### src/rtl/enable_sched.sv
`default_nettype none
// +--------------------------------------------------------------------------+
// | enable_sched: periodic tick generator with 4-way round-robin slot grant  |
// | Rev 1.0                                                                  |
// +--------------------------------------------------------------------------+
module enable_sched #(
  parameter int PERIOD = 10,
  parameter int WIDTH  = 4
) (
  input  logic       clk,
  input  logic       i_rst_n,
  input  logic       i_run,
  input  logic [3:0] i_req,
  output logic       o_tick,
  output logic [3:0] o_grant,
  output logic       o_busy
);

  typedef enum logic [1:0] {
    IDLE  = 2'd0,
    RUN   = 2'd1,
    DRAIN = 2'd2
  } state_t;

  localparam logic [WIDTH-1:0] CNT_MAX = WIDTH'(PERIOD - 1);

  state_t           state;
  state_t           state_nxt;
  logic [WIDTH-1:0] cnt;
  logic [WIDTH-1:0] cnt_nxt;
  logic [1:0]       last;
  logic [1:0]       last_nxt;
  logic             tick_nxt;
  logic [3:0]       grant_nxt;
  logic             wrap;
  logic             rr_hit;
  logic [1:0]       rr_idx;
  logic [1:0]       rr_probe;
  logic [3:0]       rr_grant;

  // Round-robin search starting just after the last granted index.
  always_comb begin
    rr_hit   = 1'b0;
    rr_idx   = last;
    rr_probe = last;
    for (int k = 1; k <= 4; k++) begin
      rr_probe = last + 2'(k);
      if (!rr_hit && i_req[rr_probe]) begin
        rr_hit = 1'b1;
        rr_idx = rr_probe;
      end
    end
    rr_grant = rr_hit ? (4'b0001 << rr_idx) : 4'b0000;
  end

  assign wrap = (state != IDLE) && (cnt == CNT_MAX);

  always_comb begin
    state_nxt = state;
    cnt_nxt   = cnt;
    last_nxt  = last;
    tick_nxt  = 1'b0;
    grant_nxt = 4'b0000;
    case (state)
      IDLE: begin
        cnt_nxt = '0;
        if (i_run) state_nxt = RUN;
      end
      RUN, DRAIN: begin
        if (wrap) begin
          tick_nxt  = 1'b1;
          grant_nxt = rr_grant;
          cnt_nxt   = '0;
          if (rr_hit) last_nxt = rr_idx;
          state_nxt = i_run ? RUN : IDLE;
        end else begin
          cnt_nxt   = cnt + WIDTH'(1);
          state_nxt = i_run ? RUN : DRAIN;
        end
      end
      default: begin
        state_nxt = IDLE;
        cnt_nxt   = '0;
      end
    endcase
  end

  always_ff @(posedge clk or negedge i_rst_n) begin
    if (!i_rst_n) begin
      state   <= IDLE;
      cnt     <= '0;
      last    <= 2'd3;
      o_tick  <= 1'b0;
      o_grant <= 4'b0000;
      o_busy  <= 1'b0;
    end else begin
      state   <= state_nxt;
      cnt     <= cnt_nxt;
      last    <= last_nxt;
      o_tick  <= tick_nxt;
      o_grant <= grant_nxt;
      o_busy  <= (state_nxt != IDLE);
    end
  end

endmodule
`default_nettype wire

### config.mk
export PLATFORM = sky130hd
export DESIGN_NAME = enable_sched
export DESIGN_NICKNAME = d
export VERILOG_FILES = /design/src/rtl/enable_sched.sv
export SDC_FILE = /design/constraint.sdc
export NUM_CORES = 1
export LEC_CHECK = 0
export ABC_CLOCK_PERIOD_IN_PS = 1900
export CAP_MARGIN = 5
export CORE_ASPECT_RATIO = 0.9
export CORE_MARGIN = 4
export CORE_UTILIZATION = 25
export DETAILED_ROUTE_END_ITERATION = 12
export GPL_ROUTABILITY_DRIVEN = 1
export PLACE_DENSITY_LB_ADDON = 0.1
export SETUP_SLACK_MARGIN = 0.05
export SYNTH_ARGS = -nofsm -noshare
export SYNTH_HDL_FRONTEND = slang
export SYNTH_SLANG_ARGS = --single-unit
### constraint.sdc
create_clock -name clk -period 1.9 [get_ports clk]
set_input_delay 0.38 -clock clk [delete_from_list [all_inputs] [get_ports clk]]
set_output_delay 0.38 -clock clk [all_outputs]
set_load 0.02 [all_outputs]
-- Yosys cells after proc, flatten, opt, wreduce, memory -nomap -nowiden
Cells that the tools add are included.
- memory bits (writable): 0
- memory bits (read-only): 0
- flip-flop bits (word level): 14
- bits in latches: 0
- memories: 0
- $add $sub $neg: 4
- bitwise logic cells: 0
- order comparisons: 4
- shift-type cells: 1
- div/mod/pow operators: 0
- reductions and logical operators: 12
- multipliers: 0
- eq/ne operators: 3
- muxes and demuxes: 28
- operators with widths (cell ; number):
    $mux 4 ; 5
    $mux 2 ; 7
    $lt 2x3->1 const B ; 4
    $mux 1 ; 11
    $bmux 1 s2 ; 4
    $add 2x2->2 const B ; 2
    $add 4x1->4 const B ; 1
    $eq 4x4->1 const B ; 1
    $logic_and 1x1->1 ; 4
    $pmux 2 s2 ; 1
    $reduce_bool 2->1 ; 2
    $shl 1x2->4 const A ; 1
    $logic_not 1->1 ; 3
    $reduce_and 3->1 ; 1
    $add 2x1->2 const B ; 1
    $eq 2x1->1 const B ; 1
    $eq 2x2->1 const B ; 1
    $logic_not 2->1 ; 1
    $reduce_or 2->1 ; 1

-- Logic depth before layout (Yosys ltp)
Gate-level depths: netlist (run 1).
- word-level depth: 17
- depth in mapped cells: 6

-- Least setup slack after synthesis (run 1)
No wires, ideal clock.
- path type: reg2reg
- from: register state[0]
- to: register last[0]
- arrival: 1.446 ns
- slack: 0.372 ns
- period minus slack after synthesis: 1.528 ns
- library setup time: 0.082 ns
- stages on the path, launching flop included: 6
- cells stage by stage: dfrtp_1 -> inv_1 -> ha_1 -> nand4bb_4 -> a211o_4 -> mux2_4
- word-level cells in the longest chain between the ends: 3
- elaborated cells between the ends (all ways): 6
- those cells by class: 2 x eq/ne; 4 x reduce/logical
- RTL lines (item ; RTL line ; source):
    start: declaration ; 27 ; state_t state;
    start signal: assignment ; 97 ; state <= state_nxt;
    $eq 2x1->1 (tied with other cells) ; 64 ; case (state)
    $reduce_or 2->1 or $logic_and 1x1->1 (tied branches) ; 64, 56 ;
    $reduce_and 3->1 (no line) (*) ; n/a ;
    end signal: assignment ; 99 ; last <= last_nxt;
    end: declaration ; 31 ; logic [1:0] last;
Mark *: on every way between the ends. The rest lies on a longest branch, timed or not.
A chain may end at the register's enable or synchronous reset.

-- Worst setup path in the final report (run 1)
Ends and elaborated chain as after synthesis.

==> impl_results.md, run 1 <==
- Outcome: finished, final reports clean
- Largest cells by area after synthesis: dfrtp_1 (42%), dfstp_2 (7.3%), ha_1 (7.0%)
- Net Count, Synth: between 70 and 80
- # nets final: 97
- CP arrival: roughly 1.8 ns
- Pre-CTS setup slack: between 0.09 and 0.1 ns
- Leakage: between 0.4 and 0.5 nW
- Sum Neg Setup Slack: 0 ns
- Final ANT Viol Nets: 0
- Post-CTS sizing: 0
- Synth top area share: a little over two fifths
- CP bufs+invs: 1
- Largest net degree at the start of global routing: 15
- Standard-cell rows: 18
- R2R setup slack: just under 0.3 ns
- Area delta synth->final: 30.9%
- WL per Instance: around 11 um
- Post-CTS Setup Bufs: 0
- Final setup viols: 0
- Num ports: 13
- Clock transition at path regs: roughly 0.090 ns
- Vias in the first global route: ~480
- Final Hold Viols: 0
- Cts hold-fix bufs: 0
- Synthesized cell area: 716 um2
- Peak VDD IR: 0.000716 V
- Via density: 4.25
- Worst path cell trace: inv_1, ha_1, nand4bb_4, a211o_4, mux2_4
- Die ar.: 3780 um2
- Fraction of layout cells with a size suffix above 1: about 15%
- Die height: 58.8 um
- Slew @ Worst Pin: 0.352 ns
- Cells after DPL: around 120
- RSZ-0062 raised after global routing: no
- Worst Setup End Kind: register
- Design Area, Final: approximately 940 um2
- Synth area leader: dfrtp_1
- Worst R2R Start: state[0]$_DFF_PN0_
- Post-layout total power: ~950 uW
- Final Non-Filler Cells: about 130
- CP Max Fanout: 7
- Clock latency on the worst-skew pair: 0.28 ns
- Clk root buf: clkbuf_4
- Initial DRC Count: 39
- Final worst setup slack: 0.296 ns
- Number of fill cells: ~300
- Initial Util: roughly a quarter
- Dpl hpwl: about 1.0 mm
- TritonCTS clock tree: done
- Initial DRT Pass Iterations: 2
- First-pass GRT wire length: between 2 and 2.5 mm
- Total Routed Length: between 1 and 1.5 mm
- Crit path time final: between 1.5 and 2 ns
- Post-synthesis sequential area ratio: around 50%
- Tcrit/Tclk final: between 80% and 90%
- Hold Crit Class: in2async
- Worst Skew: ~0.0052 ns
- Worst setup path class: reg2reg
- Max incr delay on CP: roughly 0.37 ns
- Worst hold slack: between 0.4 and 0.5 ns
- Max_cap viols: 0
- Chip width: 64.4 um
- GRT Total Usage: between 7 and 8%
- Slowest cell on the critical path: dfrtp_1
- Syn avg cell area: roughly 11 um2
- Clk sinks: 14
- Cts bufs inserted: 3
- Seq cells post-synth: 14
- IO Port Bufs: 12
- Area of the multi-input gates: roughly 350 um2
- Post-layout util: about a third
- Register area: approximately 350 um2
- H-tree levels: 1
- RR Endpoint: last[0]$_DFFE_PN1P_
- Fmax: about 0.62 GHz
- Synth warn: 0
- PD cells: about 1000 nW/um2
- Vias post-DR: about 530
- Worst-case clock buffer depth: 2
- DRC errors left: 0
- Critical path's top delay family: flip-flops
- Post-synth cell types: 26
- Post-placement cell area: about 900 um2
- Slew headroom: about 76%
- ANT cells: 0
- Core area: 2750 um2
- Initial antenna violation count: 0
- Startpoint types: register
- Critical path data required time: ~2.1 ns
- Final weighted congestion in routability-driven placement: just under 0.8
- Max-slew violations: 0
- R2r worst-path depth: 5
- Total grt overflow: 0
- Mapped Cells: 67
[worst reg2reg max path, delay by kind of cell (launching register included)]
kind	cells	cell delay, ns
buf+inv	1	0.05
mux	1	0.30
flops	1	0.37
compound gates	1	0.36
fa+ha+maj	1	0.23
simple gates	1	0.23
[how the worst max path moves through the flow]
stage	start	to	slack [ns]	depth (start not counted)
final	state[0]$_DFF_PN0_	last[0]$_DFFE_PN1P_	0.30	5
after CTS	o_tick$_DFF_PN0_	o_tick	0.27	1
after floorplan	state[0]$_DFF_PN0_	last[0]$_DFFE_PN1P_	0.37	5
after global placement	i_req[3]	last[0]$_DFFE_PN1P_	0.11	4
after global routing	state[0]$_DFF_PN0_	last[1]$_DFFE_PN1P_	0.21	6
after detailed placement	i_req[1]	last[0]$_DFFE_PN1P_	0.1	4
[synthesized netlist by cell type]
| library cell | count |
|---|---|
| nor2b_1 | 2 |
| xor2_1 | 1 |
| o21ai_0 | 6 |
| and3b_2 | 1 |
| nand3_1 | 2 |
| nor3b_1 | 2 |
| a21boi_0 | 1 |
| nor2_1 | 8 |
| o2bb2ai_1 | 1 |
| dfstp_2 | 2 |
| xnor2_1 | 1 |
| ha_1 | 4 |
| a211o_4 | 1 |
| nor3_1 | 1 |
| a21oi_1 | 4 |
| dfrtp_1 | 12 |
| a211oi_1 | 1 |
| or2_2 | 1 |
| nand2_1 | 4 |
| nand4bb_4 | 1 |
| inv_1 | 4 |
| a211o_1 | 1 |
| mux2_4 | 1 |
| o21bai_1 | 1 |
| nand2b_1 | 3 |
| a21o_1 | 1 |
[flip-flops by register name (all words and copies together) (netlist names)]
name / cells
o_busy: 1
state: 2
o_grant: 4
last: 2
o_tick: 1
cnt: 4
[kinds of logic after synthesis]
logic type | share of synthesized area (%)
compound gates | 16.1
flops | 49.3
fa+ha+maj | 6.99
simple gates | 21.0
mux | 2.10
xor+xnor | 2.45
buf+inv | 2.10
[cells in the final DEF (no fill, tap or decap), drive strengths merged, types with 3 or more instances in the layout]
master	netlist	final
o21ai	6	6
dfrtp	12	12
nand2b	3	3
inv	4	4
clkdlybuf4s50	0	12
nor2	8	8
clkbuf	0	4
ha	4	4
nand2	4	4
a21oi	4	4
[power by group]
part / leakage (nW) / switching, mW / internal, mW
logic: 0.203 / 0.174 / 0.165
registers: 0.181 / 0.0437 / 0.359
clock network: 0.0210 / 0.0936 / 0.116
total: 0.404 / 0.311 / 0.640
[routing by layer]
metal,up-vias,GRT usage (%),wire [um]
li1,268,-,-
met1,254,9.67,596
met2,9,11.2,639
met3,0,4.01,79
met4,0,1.81,0
met5,-,0,0
[cell type report]
type	instances	share of cell area, %
timing repair buffer	14	14.4
multi-input combinational	49	37.1
clock buffer	4	3.87
tap	40	5.34
sequential	14	37.7
inverter	4	1.60
(Power assumes the default switching activity.)
==> run 2: changes to the inputs <==
- ABC_CLOCK_PERIOD_IN_PS: 1900 -> 1400
- clock period: 1.9 -> 1.4 ns (I/O delays scaled with it)
==> impl_results.md, run 2 (synthesized netlist as in run 1, its figures left out) <==
- Outcome: complete, but fails checks
- Failing checks: setup timing
- Total grt overflow: 0 (unchanged)
- Worst R2R Start: state[1]$_DFF_PN0_
- Critical path data required time: 1.60 ns (-0.51 ns)
- Final ANT Viol Nets: 0 (unchanged)
- GRT Total Usage: 7.68% (+0.15 points)
- Commonest cells after routing, fill and taps aside: buf_4 (17), dfrtp_1 (12), nor2_1 (8), clkdlybuf4s50_1 (6), dlygate4sd2_1 (6)
- Die ar.: 3780 um2 (unchanged)
- Tcrit/Tclk final: 105% (+21 points)
- Dpl hpwl: 1.10 mm (+6.2%)
- Pre-CTS setup slack: -0.295 ns (-0.392 ns)
- Crit path time final: 1.47 ns (-0.131 ns)
- CP arrival: 1.68 ns (-0.14 ns)
- CP Max Fanout: 7 (unchanged)
- Initial Util: 26.0% (unchanged)
- Worst setup path class: reg2reg
- Fraction of layout cells with a size suffix above 1: 33.0% (+18 points)
- Startpoint types: register
- Num ports: 13 (unchanged)
- Switch Pwr: 490 uW (+57%)
- Final setup viols: 3 (+3)
- Leakage: 0.498 nW (+23%)
- Initial antenna violation count: 0 (unchanged)
- Largest regs: cnt x4, o_grant x4
- Clock transition at path regs: 0.08 ns (about the same)
- Worst hold slack: 0.307 ns (-0.0962 ns)
- WL per Instance: 9.84 um (-6.4%)
- Clk root buf: clkbuf_4
- Slew @ Worst Pin: 0.269 ns (-0.0826 ns)
- Area delta synth->final: 47.7%
- Design Area, Final: 1060 um2 (+13%)
- Initial DRC Count: 11 (-72%)
- Hold Crit Class: in2async
- Clock latency on the worst-skew pair: 0.27 ns (about the same)
- Sw Ratio: 32.3% (-0.40 points)
- ANT cells: 0 (unchanged)
- Commonest non-fill, non-tap cell in the layout: buf_4
- Final worst setup slack: -0.0723 ns (-0.369 ns)
- First-pass GRT wire length: 2.25 mm (+3.5%)
- Largest net degree at the start of global routing: 15 (unchanged)
- Combinational fraction of design power: 49.9% (+14 points)
- Post-placement cell area: 1000 um2 (+11%)
- Cells after DPL: 133 (+9.9%)
- Cell Int Power: 1.03 mW (+60%)
- Standard-cell rows: 18 (unchanged)
- H-tree levels: 1 (unchanged)
- Part of the power in registers: 34.9% (-7.4 points)
- Post-layout util: 38.5% (+4.4 points)
- Via density: 4.19 (-1.3%)
- Cts bufs inserted: 3 (unchanged)
- Total Routed Length: 1.38 mm (+4.9%)
- Max_cap viols: 0 (unchanged)
- Worst-case clock buffer depth: 2 (unchanged)
- IO Port Bufs: 12 (unchanged)
- Final weighted congestion in routability-driven placement: 0.859 (+11%)
- TritonCTS clock tree: done
- Peak VDD IR: 0.000698 V (-2.4%)
- Vias post-DR: 587 (+11%)
- Max-slew violations: 0 (unchanged)
- # nets final: 112 (+15%)
- Clock power share: 15.2% (-6.9 points)
- Fmax: 0.679 GHz (+8.9%)
- Clk sinks: 14 (unchanged)
- Core area: 2750 um2 (unchanged)
- Die height: 58.8 um (unchanged)
- Final Non-Filler Cells: 140 (+12%)
- Worst Setup SP: state[1]$_DFF_PN0_
- Worst Setup End Kind: register
- PD cells: 1430 nW/um2 (+41%)
- RSZ-0062 raised after global routing: yes
- Slew headroom: 82.0% (+5.7 points)
- Vias in the first global route: 554 (+17%)
- Chip width: 64.4 um (unchanged)
- Worst Skew: 0.00520 ns (-0.0000343 ns)
- Initial DRT Pass Iterations: 4 (+2)
- Final Hold Viols: 0 (unchanged)
- DRC errors left: 0 (unchanged)
==> run 2: changes by cell type in the layout (fill, tap and decap cells not counted), moves of 3 or more <==
cell and change:
dlygate4sd2_1 +6, clkdlybuf4s50_1 -6, buf_4 +15, o21ai_1 +3, o21ai_0 -3
==> run 2: cell type report <==
cell class | count | area, um2
inverters | 4 | 15.0
multi-input cells | 49 | 373
clock buffers | 4 | 26.3
well taps | 40 | 50.0
fillers | 287 | 1690
flip-flops and latches | 14 | 353
repair buffers | 29 | 240
==> run 2: timing repair <==
item	CTS	global route
setup endpoints to repair	12	7
hold buffers	0	0
gates resized for setup	7	6
buffers inserted	0	3
pin swaps	0	2
==> run 2: through the flow <==
stage | power, mW | setup TNS [ns]
detailed placement | 1.20 | -1.40
global route | 1.63 | -0.602
floorplan | 0.885 | -0.0340
global placement | 1.21 | -1.35
CTS | 1.43 | -0.227
finish | 1.52 | -0.164
==> run 2: worst max-delay path, stage by stage (launching register included) <==
cell	delay (ns)
dfrtp_1	0.36
inv_2	0.05
ha_4	0.28
inv_1	0.06
a211o_4	0.35
mux2_4	0.30
==> run 2: power groups by stage <==
| stage | combinational (mW) | clock (mW) | sequential, mW |
|---|---|---|---|
| 3_5_place_dp | 0.668 | 0 | 0.535 |
| 6_report | 0.756 | 0.230 | 0.529 |
| 3_3_place_gp | 0.671 | 0 | 0.538 |
| 4_1_cts | 0.662 | 0.241 | 0.529 |
| 2_1_floorplan | 0.321 | 0 | 0.564 |
| 5_1_grt | 0.821 | 0.262 | 0.542 |
==> run 2: final timing paths <==
| kind | to | slack, ns | cells after the start |
|---|---|---|---|
| min reg2reg | last[1]$_DFFE_PN1P_ | 0.53 | 1 |
| max | last[0]$_DFFE_PN1P_ | -0.07 | 5 |
| min in group clk | last[1]$_DFFE_PN1P_ | 0.53 | 1 |
| max in group asynchronous | last[1]$_DFFE_PN1P_ | 0.85 | 2 |
| min | cnt[3]$_DFF_PN0_ | 0.31 | 2 |
| max reg2reg | last[0]$_DFFE_PN1P_ | -0.07 | 5 |
==> run 2: metal layers <==
metal	vias up	GRT usage, %	wire length (um)
met5	-	0	0
met4	0	0.904	19
met3	2	4.39	101
met2	16	12.5	624
met1	271	9.16	633
li1	298	-	-
==> run 3: changes to the inputs <==
- CAP_MARGIN: 5 -> 20
- REMOVE_ABC_BUFFERS: not set -> 1
- TNS_END_PERCENT: not set -> 1
==> impl_results.md, run 3 (synthesized netlist as in run 1, its figures left out) <==
- Outcome: complete, but fails checks
- Failing checks: setup timing
- Combinational fraction of design power: 46.7% (-3.2 points)
- Slew headroom: 81.0% (-0.97 points)
- Leakage: 0.501 nW (+0.53%)
- Pre-CTS setup slack: -0.291 ns (+0.00438 ns)
- Cells after DPL: 135 (+1.5%)
- Clock latency on the worst-skew pair: 0.28 ns (about the same)
- DRC errors left: 0 (unchanged)
- Hold Crit Class: in2async
- Cts hold-fix bufs: 0 (unchanged)
- Startpoint types: register
- Chip width: 64.4 um (unchanged)
- WL per Instance: 10.7 um (+8.2%)
- Post-layout total power: 1.43 mW (-5.5%)
- Clock power share: 16.2% (+1.0 points)
- Clk root buf: clkbuf_4
- Number of fill cells: 291 (+1.4%)
- Vias post-DR: 612 (+4.3%)
- Fraction of layout cells with a size suffix above 1: 32.0% (-1.0 points)
- Max-slew violations: 0 (unchanged)
- First-pass GRT wire length: 2.54 mm (+13%)
- Worst setup path class: reg2reg
- Critical path data required time: 1.60 ns (about the same)
- Post-placement cell area: 1010 um2 (+0.25%)
- Core area: 2750 um2 (unchanged)
- Crit path time final: 1.50 ns (+0.0279 ns)
- Part of the power in registers: 37.0% (+2.1 points)
- Largest net degree at the start of global routing: 15 (unchanged)
- Tcrit/Tclk final: 107% (+2.0 points)
- Max_cap viols: 0 (unchanged)
- Final ANT Viol Nets: 0 (unchanged)
- Total grt overflow: 0 (unchanged)
- CP Max Fanout: 6 (-1)
- Die ar.: 3780 um2 (unchanged)
- Vias in the first global route: 590 (+6.5%)
- Final setup viols: 7 (+4)
- GRT Total Usage: 8.65% (+0.98 points)
- RSZ-0062 raised after global routing: yes
- Worst-case clock buffer depth: 2 (unchanged)
- Max incr delay on CP: 0.37 ns (about the same)
- Critical path's top delay family: flip-flops
- TritonCTS clock tree: done
- Cts bufs inserted: 3 (unchanged)
- Clock transition at path regs: 0.08 ns (about the same)
- CP bufs+invs: 1 (-1)
- Via density: 4.37 (+4.3%)
- Die height: 58.8 um (unchanged)
- Initial Util: 26.0% (unchanged)
- Slowest cell on the critical path: dfrtp_1
- Worst Skew: 0.00782 ns (+0.00263 ns)
- Final Hold Viols: 0 (unchanged)
- H-tree levels: 1 (unchanged)
- Worst path cell trace: inv_2, ha_4, nand4bb_4, a211o_4, mux2_4
- PD cells: 1360 nW/um2 (-5.3%)
- Initial DRT Pass Iterations: 4 (unchanged)
- Total Routed Length: 1.49 mm (+8.2%)
- Peak VDD IR: 0.000775 V (+11%)
- Commonest cells after routing, fill and taps aside: buf_4 (17), dfrtp_1 (12), nor2_1 (8), clkdlybuf4s50_1 (6), dlygate4sd2_1 (6)
- Slew @ Worst Pin: 0.283 ns (+0.0145 ns)
- Worst Setup End Kind: register
- Dpl hpwl: 1.13 mm (+3.0%)
- Final weighted congestion in routability-driven placement: 0.726 (-15%)
- ANT cells: 0 (unchanged)
- Sw Ratio: 32.6% (+0.34 points)
- # nets final: 112 (unchanged)
- Fmax: 0.667 GHz (-1.9%)
- Largest regs: cnt x4, o_grant x4
- Design Area, Final: 1050 um2 (-0.24%)
- Final Non-Filler Cells: 140 (unchanged)
- Area delta synth->final: 47.4%
- Final worst setup slack: -0.100 ns (-0.0279 ns)
- Initial DRC Count: 36 (+25)
- CP arrival: 1.70 ns (+0.02 ns)
- Post-layout util: 38.4% (-0.091 points)
- Clk sinks: 14 (unchanged)
- Initial antenna violation count: 0 (unchanged)
- Switch Pwr: 468 uW (-4.5%)
- IO Port Bufs: 12 (unchanged)
- Num ports: 13 (unchanged)
- Commonest non-fill, non-tap cell in the layout: buf_4
- Standard-cell rows: 18 (unchanged)
- Cell Int Power: 964 uW (-6.0%)
## run 3: worst reg2reg max path: stages, from the launching register on
cell       delay (ns)
dfrtp_1          0.37
inv_2            0.05
ha_4             0.15
nand4bb_4        0.24
a211o_4          0.32
mux2_4           0.30
## run 3: path summary, 6_finish.rpt
path                       cells past startpoint  slack [ns]           startpoint                   to
setup / recovery                               5       -0.10   state[1]$_DFF_PN0_  last[0]$_DFFE_PN1P_
hold / removal                                 2        0.31              i_rst_n     cnt[0]$_DFF_PN0_
setup reg to reg                               5       -0.10   state[1]$_DFF_PN0_  last[0]$_DFFE_PN1P_
hold reg to reg                                1        0.54  last[1]$_DFFE_PN1P_  last[1]$_DFFE_PN1P_
max in group asynchronous                      2        0.85              i_rst_n  last[1]$_DFFE_PN1P_
min in group clk                               1        0.54  last[1]$_DFFE_PN1P_  last[1]$_DFFE_PN1P_
## run 3: cell type report
class	count	area (um2)	share of cell area [%]
inverters	4	15.0	1.42
multi-input cells	49	370	35.1
repair buffers	29	240	22.8
flip-flops and latches	14	353	33.5
clock buffers	4	26.3	2.49
well taps	40	50.0	4.74
## run 3: timing repair
action	4_1_cts	5_1_grt
gates cloned	0	0
gates resized for setup	11	3
endpoints found under the setup margin	13	7
buffers inserted	1	0
pin swaps	3	0
## run 3: power by group through the flow
stage	Combinational (mW)	Clock [mW]	Sequential [mW]
CTS	0.675	0.251	0.532
detailed placement	0.642	0	0.535
floorplan	0.285	0	0.562
global route	0.741	0.272	0.543
finish	0.669	0.233	0.530
global placement	0.636	0	0.536
## run 3: per-stage QoR
step | TNS [ns] | hold WS (ns)
floorplan | -0.295 | -0.0156
global placement | -1.34 | 0.514
detailed placement | -1.53 | 0.514
CTS | -0.447 | 0.300
global route | -0.861 | 0.314
finish | -0.336 | 0.305
## run 3: layer usage
metal	vias up	track usage, %	part of all wire (%)
met1	297	11.2	49
li1	296	-	-
met5	-	0	0
met4	0	1.81	0
met2	19	13.4	45
met3	0	4.01	6.2
